**src/rtl/proc_pkg.sv**
```systemverilog
// proc_pkg: shared types and constants for the D->X->M->W datapath.
//   op1/op2 operand selects, ALU result select, writeback select,
//   load funct3 encodings and the forwarding source select.
package proc_pkg;

  typedef enum logic {
    REG1_DATA = 1'b0,
    PC_VAL_D1 = 1'b1
  } op1_mux_sel_t;

  typedef enum logic {
    REG2_DATA  = 1'b0,
    IMM_SIGNED = 1'b1
  } op2_mux_sel_t;

  // Encodings 6 and 7 are undefined and produce a zero result.
  typedef enum logic [2:0] {
    ALU_ARITH            = 3'd0,
    ALU_LOGIC            = 3'd1,
    ALU_SHIFT            = 3'd2,
    ALU_X_OP1            = 3'd3,
    ALU_PC_VAL_D2        = 3'd4,
    ALU_PC_VAL_PLUS_4_D2 = 3'd5
  } alu_mux_sel_t;

  typedef enum logic [1:0] {
    W_ALU = 2'd0,
    W_DM  = 2'd1,
    W_CSR = 2'd2
  } w_mux_sel_t;

  typedef enum logic [1:0] {
    FWD_NONE = 2'd0,
    FWD_X    = 2'd1,
    FWD_M    = 2'd2,
    FWD_W    = 2'd3
  } fwd_sel_t;

  localparam logic [2:0] LOAD_B  = 3'b000;
  localparam logic [2:0] LOAD_H  = 3'b001;
  localparam logic [2:0] LOAD_W  = 3'b010;
  localparam logic [2:0] LOAD_D  = 3'b011;
  localparam logic [2:0] LOAD_BU = 3'b100;
  localparam logic [2:0] LOAD_HU = 3'b101;
  localparam logic [2:0] LOAD_WU = 3'b110;

endpackage

```
**src/rtl/load_align.sv**
```systemverilog
// load_align: combinational load lane select and sign/zero extension.
//   funct3 : load type (LB/LH/LW/LD/LBU/LHU/LWU, 111 reserved -> 0)
//   offset : byte offset within the data word
//   word   : raw data memory read word
//   data   : aligned, extended load result
module load_align
  import proc_pkg::*;
#(
  parameter int XLEN = 32
) (
  input  logic [2:0]                 funct3,
  input  logic [$clog2(XLEN/8)-1:0]  offset,
  input  logic [XLEN-1:0]            word,
  output logic [XLEN-1:0]            data
);

  localparam int BYTE_AW = $clog2(XLEN/8);

  logic [BYTE_AW-1:0] off_h;
  logic [BYTE_AW-1:0] off_w;
  logic [7:0]         lane_b;
  logic [15:0]        lane_h;
  logic [31:0]        lane_w;

  always_comb begin
    // Misalignment is trapped upstream, so low offset bits are simply dropped.
    off_h      = offset;
    off_h[0]   = 1'b0;
    off_w      = offset;
    off_w[1:0] = 2'b00;
    lane_b = word[{offset, 3'b000} +: 8];
    lane_h = word[{off_h, 3'b000} +: 16];
    lane_w = word[{off_w, 3'b000} +: 32];

    data = '0;
    case (funct3)
      LOAD_B:  data = XLEN'($signed(lane_b));
      LOAD_H:  data = XLEN'($signed(lane_h));
      LOAD_W:  data = XLEN'($signed(lane_w));
      // At XLEN=32 the whole word is the LW result, so LD is LW there.
      LOAD_D:  data = word;
      LOAD_BU: data = XLEN'(lane_b);
      LOAD_HU: data = XLEN'(lane_h);
      // At XLEN=32 zero- and sign-extension of a full word coincide.
      LOAD_WU: data = XLEN'(lane_w);
      default: data = '0;
    endcase
  end

endmodule

```
**src/rtl/datapath_pipe.sv**
```systemverilog
// datapath_pipe: D->X->M->W pipeline datapath.
//   D: operand selection with forwarding from X/M/W, captured into X.
//   X: ALU result select from external units, captured into M.
//   M: load alignment and writeback select, captured into W.
//   stall_i holds every stage; flush_i squashes D and X (valids of X/M
//   clear) while W still retires M. Outputs: X operands, M ALU result,
//   W data/rd/we/valid.
module datapath_pipe
  import proc_pkg::*;
#(
  parameter int XLEN   = 32,
  parameter int REG_AW = 5
) (
  input  logic              clk_i,
  input  logic              rst_i,
  input  logic              stall_i,
  input  logic              flush_i,
  input  logic              d_valid_i,
  input  logic [REG_AW-1:0] d_rs1_i,
  input  logic [REG_AW-1:0] d_rs2_i,
  input  logic [REG_AW-1:0] d_rd_i,
  input  logic              d_rd_we_i,
  input  logic              d_is_load_i,
  input  logic [XLEN-1:0]   reg1_data_i,
  input  logic [XLEN-1:0]   reg2_data_i,
  input  logic [XLEN-1:0]   imm_signed_i,
  input  logic [XLEN-1:0]   pc_val_d1_i,
  input  logic [XLEN-1:0]   pc_val_d2_i,
  input  op1_mux_sel_t      d_op1_mux_sel_i,
  input  op1_mux_sel_t      d_arith_op1_mux_sel_i,
  input  op2_mux_sel_t      d_op2_mux_sel_i,
  input  op2_mux_sel_t      d_arith_op2_mux_sel_i,
  input  alu_mux_sel_t      alu_mux_sel_i,
  input  w_mux_sel_t        w_mux_sel_i,
  input  logic [XLEN-1:0]   arith_out_i,
  input  logic [XLEN-1:0]   logical_out_i,
  input  logic [XLEN-1:0]   shift_out_i,
  input  logic [XLEN-1:0]   csr_val_i,
  input  logic [2:0]        m_load_funct3_i,
  input  logic [XLEN-1:0]   m_dm_dout_i,
  output logic [XLEN-1:0]   x_op1_o,
  output logic [XLEN-1:0]   x_op2_o,
  output logic [XLEN-1:0]   x_arith_op1_o,
  output logic [XLEN-1:0]   x_arith_op2_o,
  output logic [XLEN-1:0]   m_alu_data_o,
  output logic [XLEN-1:0]   w_mux_o,
  output logic [REG_AW-1:0] w_rd_o,
  output logic              w_rd_we_o,
  output logic              w_valid_o
);

  localparam int BYTE_AW = $clog2(XLEN/8);

  logic              x_valid_q, x_we_q, x_is_load_q;
  logic [REG_AW-1:0] x_rd_q;
  logic [XLEN-1:0]   x_op1_q, x_op2_q, x_aop1_q, x_aop2_q;
  logic              m_valid_q, m_we_q;
  logic [REG_AW-1:0] m_rd_q;
  logic [XLEN-1:0]   m_alu_data_q;
  logic              w_valid_q, w_we_q;
  logic [REG_AW-1:0] w_rd_q;
  logic [XLEN-1:0]   w_mux_q;

  logic [XLEN-1:0]   m_alu_data_next, w_mux_next, load_data;
  logic [XLEN-1:0]   rs1_val, rs2_val;
  fwd_sel_t          fwd1, fwd2;
  logic              advance;

  // Youngest matching writer wins; a load still in X has no data yet.
  function automatic fwd_sel_t fwd_pick(
    input logic [REG_AW-1:0] rs,
    input logic xv, input logic xw, input logic xl, input logic [REG_AW-1:0] xr,
    input logic mv, input logic mw, input logic [REG_AW-1:0] mr,
    input logic wv, input logic ww, input logic [REG_AW-1:0] wr
  );
    fwd_pick = FWD_NONE;
    if (rs != '0) begin
      if (xv && xw && !xl && xr == rs) fwd_pick = FWD_X;
      else if (mv && mw && mr == rs)   fwd_pick = FWD_M;
      else if (wv && ww && wr == rs)   fwd_pick = FWD_W;
    end
  endfunction

  always_comb begin
    fwd1 = fwd_pick(d_rs1_i, x_valid_q, x_we_q, x_is_load_q, x_rd_q,
                    m_valid_q, m_we_q, m_rd_q, w_valid_q, w_we_q, w_rd_q);
    fwd2 = fwd_pick(d_rs2_i, x_valid_q, x_we_q, x_is_load_q, x_rd_q,
                    m_valid_q, m_we_q, m_rd_q, w_valid_q, w_we_q, w_rd_q);
    case (fwd1)
      FWD_X:   rs1_val = m_alu_data_next;
      FWD_M:   rs1_val = w_mux_next;
      FWD_W:   rs1_val = w_mux_q;
      default: rs1_val = reg1_data_i;
    endcase
    case (fwd2)
      FWD_X:   rs2_val = m_alu_data_next;
      FWD_M:   rs2_val = w_mux_next;
      FWD_W:   rs2_val = w_mux_q;
      default: rs2_val = reg2_data_i;
    endcase
  end

  always_comb begin
    m_alu_data_next = '0;
    case (alu_mux_sel_i)
      ALU_ARITH:            m_alu_data_next = arith_out_i;
      ALU_LOGIC:            m_alu_data_next = logical_out_i;
      ALU_SHIFT:            m_alu_data_next = shift_out_i;
      ALU_X_OP1:            m_alu_data_next = x_op1_q;
      ALU_PC_VAL_D2:        m_alu_data_next = pc_val_d2_i;
      ALU_PC_VAL_PLUS_4_D2: m_alu_data_next = pc_val_d2_i + XLEN'(4);
      default:              m_alu_data_next = '0;
    endcase
  end

  load_align #(.XLEN(XLEN)) u_load_align (
    .funct3 (m_load_funct3_i),
    .offset (m_alu_data_q[BYTE_AW-1:0]),
    .word   (m_dm_dout_i),
    .data   (load_data)
  );

  always_comb begin
    w_mux_next = '0;
    case (w_mux_sel_i)
      W_ALU:   w_mux_next = m_alu_data_q;
      W_DM:    w_mux_next = load_data;
      W_CSR:   w_mux_next = csr_val_i;
      default: w_mux_next = '0;
    endcase
  end

  // A flush must let W retire the M instruction even while stalled.
  assign advance = !stall_i || flush_i;

  always_ff @(posedge clk_i) begin
    if (rst_i) begin
      x_valid_q    <= 1'b0;
      x_we_q       <= 1'b0;
      x_is_load_q  <= 1'b0;
      x_rd_q       <= '0;
      x_op1_q      <= '0;
      x_op2_q      <= '0;
      x_aop1_q     <= '0;
      x_aop2_q     <= '0;
      m_valid_q    <= 1'b0;
      m_we_q       <= 1'b0;
      m_rd_q       <= '0;
      m_alu_data_q <= '0;
      w_valid_q    <= 1'b0;
      w_we_q       <= 1'b0;
      w_rd_q       <= '0;
      w_mux_q      <= '0;
    end else if (advance) begin
      x_valid_q    <= d_valid_i && !flush_i;
      x_we_q       <= d_rd_we_i;
      x_is_load_q  <= d_is_load_i;
      x_rd_q       <= d_rd_i;
      x_op1_q      <= (d_op1_mux_sel_i == REG1_DATA) ? rs1_val : pc_val_d1_i;
      x_aop1_q     <= (d_arith_op1_mux_sel_i == REG1_DATA) ? rs1_val : pc_val_d1_i;
      x_op2_q      <= (d_op2_mux_sel_i == REG2_DATA) ? rs2_val : imm_signed_i;
      x_aop2_q     <= (d_arith_op2_mux_sel_i == REG2_DATA) ? rs2_val : imm_signed_i;
      m_valid_q    <= x_valid_q && !flush_i;
      m_we_q       <= x_we_q;
      m_rd_q       <= x_rd_q;
      m_alu_data_q <= m_alu_data_next;
      w_valid_q    <= m_valid_q;
      w_we_q       <= m_we_q;
      w_rd_q       <= m_rd_q;
      w_mux_q      <= w_mux_next;
    end
  end

  assign x_op1_o       = x_op1_q;
  assign x_op2_o       = x_op2_q;
  assign x_arith_op1_o = x_aop1_q;
  assign x_arith_op2_o = x_aop2_q;
  assign m_alu_data_o  = m_alu_data_q;
  assign w_mux_o       = w_mux_q;
  assign w_rd_o        = w_rd_q;
  assign w_rd_we_o     = w_valid_q && w_we_q;
  assign w_valid_o     = w_valid_q;

endmodule

```
**config.mk**
```make
export PLATFORM = sky130hd
export DESIGN_NAME = datapath_pipe
export DESIGN_NICKNAME = d
export VERILOG_FILES = /design/src/rtl/proc_pkg.sv /design/src/rtl/load_align.sv /design/src/rtl/datapath_pipe.sv
export SDC_FILE = /design/constraint.sdc
export NUM_CORES = 1
export LEC_CHECK = 0
export BUFFER_PORTS_ARGS = -buffer_cell sky130_fd_sc_hd__buf_2
export CORE_AREA = 2 2 216 218
export CTS_BUF_LIST = sky130_fd_sc_hd__clkbuf_8
export DETAILED_ROUTE_END_ITERATION = 6
export DIE_AREA = 0 0 218 220
export GPL_TIMING_DRIVEN = 0
export HOLD_SLACK_MARGIN = 0.05
export SLEW_MARGIN = 20
export SYNTH_ARGS = -nofsm -noshare
export SYNTH_HDL_FRONTEND = slang
export SYNTH_SLANG_ARGS = --single-unit
```
**constraint.sdc**
```tcl
create_clock -name clk_i -period 5.53 [get_ports clk_i]
set_clock_uncertainty 0.05 [all_clocks]
set_input_delay 0.2765 -clock clk_i [delete_from_list [all_inputs] [get_ports clk_i]]
set_output_delay 0.2765 -clock clk_i [all_outputs]
set_load 0.01 [all_outputs]
```
Word level (Yosys, flattened, before mapping)
Cells that the tools add are included.
Operators by class
  $add $sub $neg: 1
  reductions and logical operators: 22
  mux-type cells: 17
  shift-type cells: 2
  equal/unequal tests: 25
Operators by type and width (count)
  $pmux W32 S3: 3
  $pmux W32 S6: 1
  $pmux W32 S5: 1
  $mux W32: 4
  $add A32 B3 Y32 const B: 1
  $shiftx A32 B6 Y16: 1
  $shiftx A32 B6 Y8: 1
  $eq A5 B5 Y1: 6
  $mux W2: 8
  $eq A3 B3 Y1 const B: 5
  $eq A3 B2 Y1 const B: 4
  $logic_and A1 B1 Y1: 12
  $eq A2 B2 Y1 const B: 5
  $reduce_bool A5 Y1: 2
  $eq A2 B1 Y1 const B: 3
  $eq A3 B1 Y1 const B: 2
  $logic_not A3 Y1: 2
  $logic_not A1 Y1: 3
  $reduce_or A3 Y1: 1
  $logic_not A2 Y1: 1
  $logic_or A1 B1 Y1: 1
Storage, ports and cells
  register bits after elaboration: 214

Logic depth before layout (Yosys ltp)
  depth in word-level cells: 9
  mapped depth: 11
  depth with buffers taken out: 8

Cells and area by module
From an unflattened synthesis, not the netlist that was laid out.
Second synthesis, totals
  cell total of the unflattened synthesis: 1804
  area total of the unflattened synthesis: 14159.8 um2
Modules (own cells, without submodules)
  datapath_pipe: area an instance 13471.7 um2, cells each 1710, instances 1
  load_align: area an instance 688.2 um2, cells each 94, instances 1

Worst setup path before layout
No wires, ideal clock.
  path type: register to register
  from: reg w_rd_q[0] (netlist: w_rd_o[0])
  to: reg x_op2_q[14] (netlist: x_op2_o[14])
  clock period less this slack: 2451 ps
  required time: 5352 ps
  library setup time: 128 ps
  stages on the path, launching flop included: 9
  slack: 3079 ps
  arrival: 2273 ps
  path through: dfxtp_1 > xor2_1 > nor4_4 > nand2_1 > a31oi_2 > buf_2 > o21ai_0 > a211oi_1 > o31ai_1
On the way
  word-level cells in the longest chain between the ends: 9
  elaborated cells on any way between the ends: 11
  classes of those cells: 4 x eq/ne; 6 x mux; 1 x reduce/logical
RTL lines
  start: declaration: RTL line datapath_pipe.sv:61  | logic [REG_AW-1:0] w_rd_q;
  start signal: assignment: RTL line datapath_pipe.sv:169  | w_rd_q <= m_rd_q;
  $eq A5 B5 Y1 *: RTL line datapath_pipe.sv:80  | else if (wv && ww && wr == rs) fwd_pick = FWD_W;
  $logic_and A1 B1 Y1 *: RTL line datapath_pipe.sv:80
  $mux W2 *: RTL line datapath_pipe.sv:80
  $mux W2 *: RTL line datapath_pipe.sv:79  | else if (mv && mw && mr == rs) fwd_pick = FWD_M;
  $mux W2 *: RTL line datapath_pipe.sv:78  | if (xv && xw && !xl && xr == rs) fwd_pick = FWD_X;
  $mux W2 *: RTL line datapath_pipe.sv:77  | if (rs != '0) begin
  $eq A2 B2 Y1 or $eq A2 B1 Y1 (tied branches): RTL line datapath_pipe.sv:95  | case (fwd2)
  $pmux W32 S3 *: RTL line datapath_pipe.sv:95
  $mux W32 *: RTL line datapath_pipe.sv:161  | x_op2_q <= (d_op2_mux_sel_i == REG2_DATA) ? rs2_val : imm_signed_i;
  end signal: assignment: RTL line datapath_pipe.sv:161
  end: declaration: RTL line datapath_pipe.sv:56  | logic [XLEN-1:0] x_op1_q, x_op2_q, x_aop1_q, x_aop2_q;
Every way passes the cells marked *; elsewhere a longest branch is shown, timed or not.
A chain may end at the register's enable or synchronous reset.

Worst setup path after layout
  from: reg m_rd_q[1]
  to: reg x_aop1_q[13] (netlist: x_arith_op1_o[13])
On the way
  word-level cells in the longest chain between the ends: 8
  elaborated cells on any way between the ends: 10
  classes of those cells: 4 x eq/ne; 5 x mux; 1 x reduce/logical
RTL lines
  start: declaration: RTL line datapath_pipe.sv:58  | logic [REG_AW-1:0] m_rd_q;
  start signal: assignment: RTL line datapath_pipe.sv:165  | m_rd_q <= x_rd_q;
  $eq A5 B5 Y1 *: RTL line datapath_pipe.sv:79
  $logic_and A1 B1 Y1 *: RTL line datapath_pipe.sv:79
  $mux W2 *: RTL line datapath_pipe.sv:79
  $mux W2 *: RTL line datapath_pipe.sv:78
  $mux W2 *: RTL line datapath_pipe.sv:77
  $eq A2 B2 Y1 or $eq A2 B1 Y1 (tied branches): RTL line datapath_pipe.sv:89  | case (fwd1)
  $pmux W32 S3 *: RTL line datapath_pipe.sv:89
  $mux W32 *: RTL line datapath_pipe.sv:160  | x_aop1_q <= (d_arith_op1_mux_sel_i == REG1_DATA) ? rs1_val : pc_val_d1_i;
  end signal: assignment: RTL line datapath_pipe.sv:160
  end: declaration: RTL line datapath_pipe.sv:56
Marks and branches as above.

==> impl_metrics.json <==
{
  "fin_util_pct": 42.01,
  "met2_usage_pct": 60.13,
  "cts.sinks": 214,
  "grt_usage_pct": 37.80,
  "grtUsageMet3_pct": 8.558,
  "die_area_mm2": 0.04796,
  "worstPathMaxFanout": 10,
  "place_hpwl_um": 78380,
  "post-route-period-util_pct": 83.36,
  "cts_tree": "done",
  "avgSynthCellArea_um2": 7.897,
  "syn_area_mm2": 0.01380,
  "gp_congestion": 1.011,
  "h-tree-depth": 2,
  "io_pins": 553,
  "yosys.area.top_type_share_pct": 31.05,
  "nNetsFinal": 2800,
  "post-route-min-period_ns": 4.610,
  "maxCapViolCount": 0,
  "finalInstanceArea_mm2": 0.01927,
  "drc": 2,
  "hold_violations": 0,
  "drt_iter0_drc": 2169,
  "place_inst": 2899,
  "violations": "DRC",
  "start_kind": "register",
  "ir_drop_mv": 0.1310,
  "path_clk_slew_ns": 0.06,
  "area_growth_pct": 39.65,
  "end_kind": "register",
  "worstMarginPinSlew_ns": 1.242,
  "max_freq_ghz": 0.2169,
  "grt_pass1_vias": 17810,
  "synth-main-ff-cell": "dfxtp_1",
  "syn_inst": 1747,
  "setup_viol": 0,
  "path_class": "reg2reg",
  "cts_max_path_buffers": 3,
  "hold_class": "in2reg",
  "grt_pass1_wl_um": 129200,
  "slew-limit-headroom_pct": 16.33,
  "maxSlewViolCount": 0,
  "floorplan.rows": 79,
  "required_ns": 5.97,
  "ant_nets": 0,
  "numCtsBuffers": 41,
  "r2r_start": "m_rd_q[1]$_SDFFE_PP0P_",
  "p_leak_nw": 8.313,
  "die-width_um": 218,
  "drt_pass1_iterations": 7,
  "yosysWarningCount": 0,
  "synth-edff-count": 0,
  "final.setup.tns_ns": 0,
  "dpl-instance-area_mm2": 0.01731,
  "async_flop_share_pct": 0,
  "rsz0062_at_grt": "false",
  "drive_gt1_share_pct": 27.32,
  "status": "finished with violations",
  "ys_types": 77,
  "synth_area_leaders": "dfxtp_1 (31%), nor2_1 (6.3%), a211oi_1 (6.0%)",
  "core_area_mm2": 0.04586,
  "wirelength_um": 95350,
  "wl_per_cell_um": 30.84,
  "initial_utilization_pct": 30.08,
  "ys_seq_area_share_pct": 31.05,
  "io_buffer_count": 542,
  "arrival_ns": 5.05,
  "syn_nets": 2102,
  "vias_per_cell": 6.104,
  "postCtsSetupBuffers": 0,
  "grt_antenna_before_repair": 15,
  "grt_max_degree": 12,
  "synth_area_leader_cell": "dfxtp_1",
  "vias": 18870,
  "cts_root_buffer": "clkbuf_8",
  "chipHeight_um": 220,
  "grt_overflow": 0,
  "met1_usage_pct": 45.77,
  "insertion_delay_ns": 0.62,
  "final_cells": 3092,
  "yosys_register_bits": 214,
  "crit_path_start": "m_rd_q[1]$_SDFFE_PP0P_",
  "powerDensity_mw_per_mm2": 242.6,
  "cts_resized": 0,
  "worstHoldStart": "imm_signed_i[11]",
  "busiest_layer": "met2"
}
==> power breakdown <==
group          switching, mW  internal (mW)
Clock                  0.762          0.879
Sequential             0.133           1.66
Combinational          0.765          0.472
==> area by class of cell <==
class / count / area [µm²]
Fill cell: 4876 / 26600
Sequential cell: 214 / 4284
Clock buffer: 51 / 701.9
Buffer: 160 / 631.9
Clock inverter: 21 / 121.4
Tap cell: 607 / 759.5
Multi-Input combinational cell: 1359 / 8853
Antenna cell: 11 / 27.53
Timing Repair Buffer: 655 / 3834
Inverter: 14 / 52.55
==> flip-flops by register name, summed over array words and instances, names as in the netlist <==
register       cells
w_we_q             1
m_rd_q             5
m_we_q             1
w_mux_o           32
w_valid_o          1
x_valid_q          1
x_arith_op2_o     32
x_rd_q             5
w_rd_o             5
m_valid_q          1
x_is_load_q        1
x_we_q             1
x_op1_o           32
m_alu_data_o      32
x_op2_o           32
x_arith_op1_o     32
==> worst paths after layout <==
path | endpoint | slack, ns | cells after the start
setup reg to reg | x_arith_op1_o[13]$_SDFFE_PP0P_ | 0.92 | 9
hold reg to reg | x_arith_op1_o[4]$_SDFFE_PP0P_ | 0.40 | 1
setup / recovery | x_arith_op1_o[13]$_SDFFE_PP0P_ | 0.92 | 9
hold / removal | x_arith_op2_o[11]$_SDFFE_PP0P_ | 0.08 | 4
==> through the flow <==
step | hold WS (ns) | power, mW | setup slack [ns]
floorplan | 0.3058 | 2.309 | 3.079
global placement | 0.3840 | 2.943 | 1.130
detailed placement | 0.3906 | 2.951 | 1.618
CTS | 0.05067 | 4.640 | 1.126
global route | 0.08173 | 4.801 | 0.8147
finish | 0.07872 | 4.673 | 0.9203
==> synthesized netlist by cell type, drive strengths merged, types with 6 or more instances <==
master and number:
o21ai 121, nand3 25, o211ai 44, buf 29, dfxtp 214, o22ai 12
o31a 6, nand2b 8, a21oi 89, and2 17, mux4 22, nand4 22
o31ai 13, mux2i 69, nor4 23, and3 14, a2111oi 7, xor2 20
a32oi 9, a222oi 7, a211oi 114, a221oi 21, a22oi 27, nor3 81
a221o 32, o221ai 12, a21o 8, nor2b 6, nand3b 9, xnor2 25
nand2 125, o2bb2ai 9, nor2 232, inv 14, clkbuf 131, or3 46
==> logic make-up (layout without fill, tap and decap cells) <==
family | count (synthesis) | count (layout) | share of synthesized area (%)
buffers and inverters | 174 | 901 | 4.961
other | 0 | 11 | 0
muxes | 92 | 92 | 8.679
adders and majority gates | 1 | 1 | 0.09068
xor gates and xnor gates | 45 | 45 | 2.857
AOI/OAI and AO/OA | 586 | 586 | 29.95
DFF | 214 | 214 | 31.05
and+or+nand+nor | 635 | 635 | 22.41
==> metal layers <==
layer | part of all wire (%) | vias up
met5 | 0.053 | -
met4 | 7.6 | 8
met3 | 9.6 | 294
met2 | 45 | 1298
met1 | 38 | 9195
li1 | - | 8079
==> critical path, stage by stage, from the launching register on <==
cell and delay, ns:
dfxtp_1 0.37, xor2_1 0.18, nor4_1 0.48, a22oi_1 0.48, a21oi_2 0.84, buf_2 0.42, o21ai_0 0.15, a211oi_1 0.70
o21ai_0 0.21, dlygate4sd3_1 0.60
==> repair_timing <==
action	4_1_cts	5_1_grt
setup endpoints to repair	0	0
hold buffers	110	0
endpoints found under the hold margin	105	0
==> cells in the final DEF (no fill, tap or decap), types with 21 or more instances in the layout <==
cell type	count
buf_2	562
nor2_1	232
dfxtp_1	214
clkbuf_1	131
nand2_1	125
o21ai_0	115
a211oi_1	110
dlygate4sd3_1	110
a21oi_1	88
nor3_1	75
mux2i_1	69
clkbuf_8	51
or3_1	46
o211ai_1	44
a221o_1	32
inv_1	29
a22oi_1	27
xnor2_1	25
nand3_1	25
mux4_2	22
nor4_1	21
a221oi_1	21
Power figures use the tool's default switching activity.
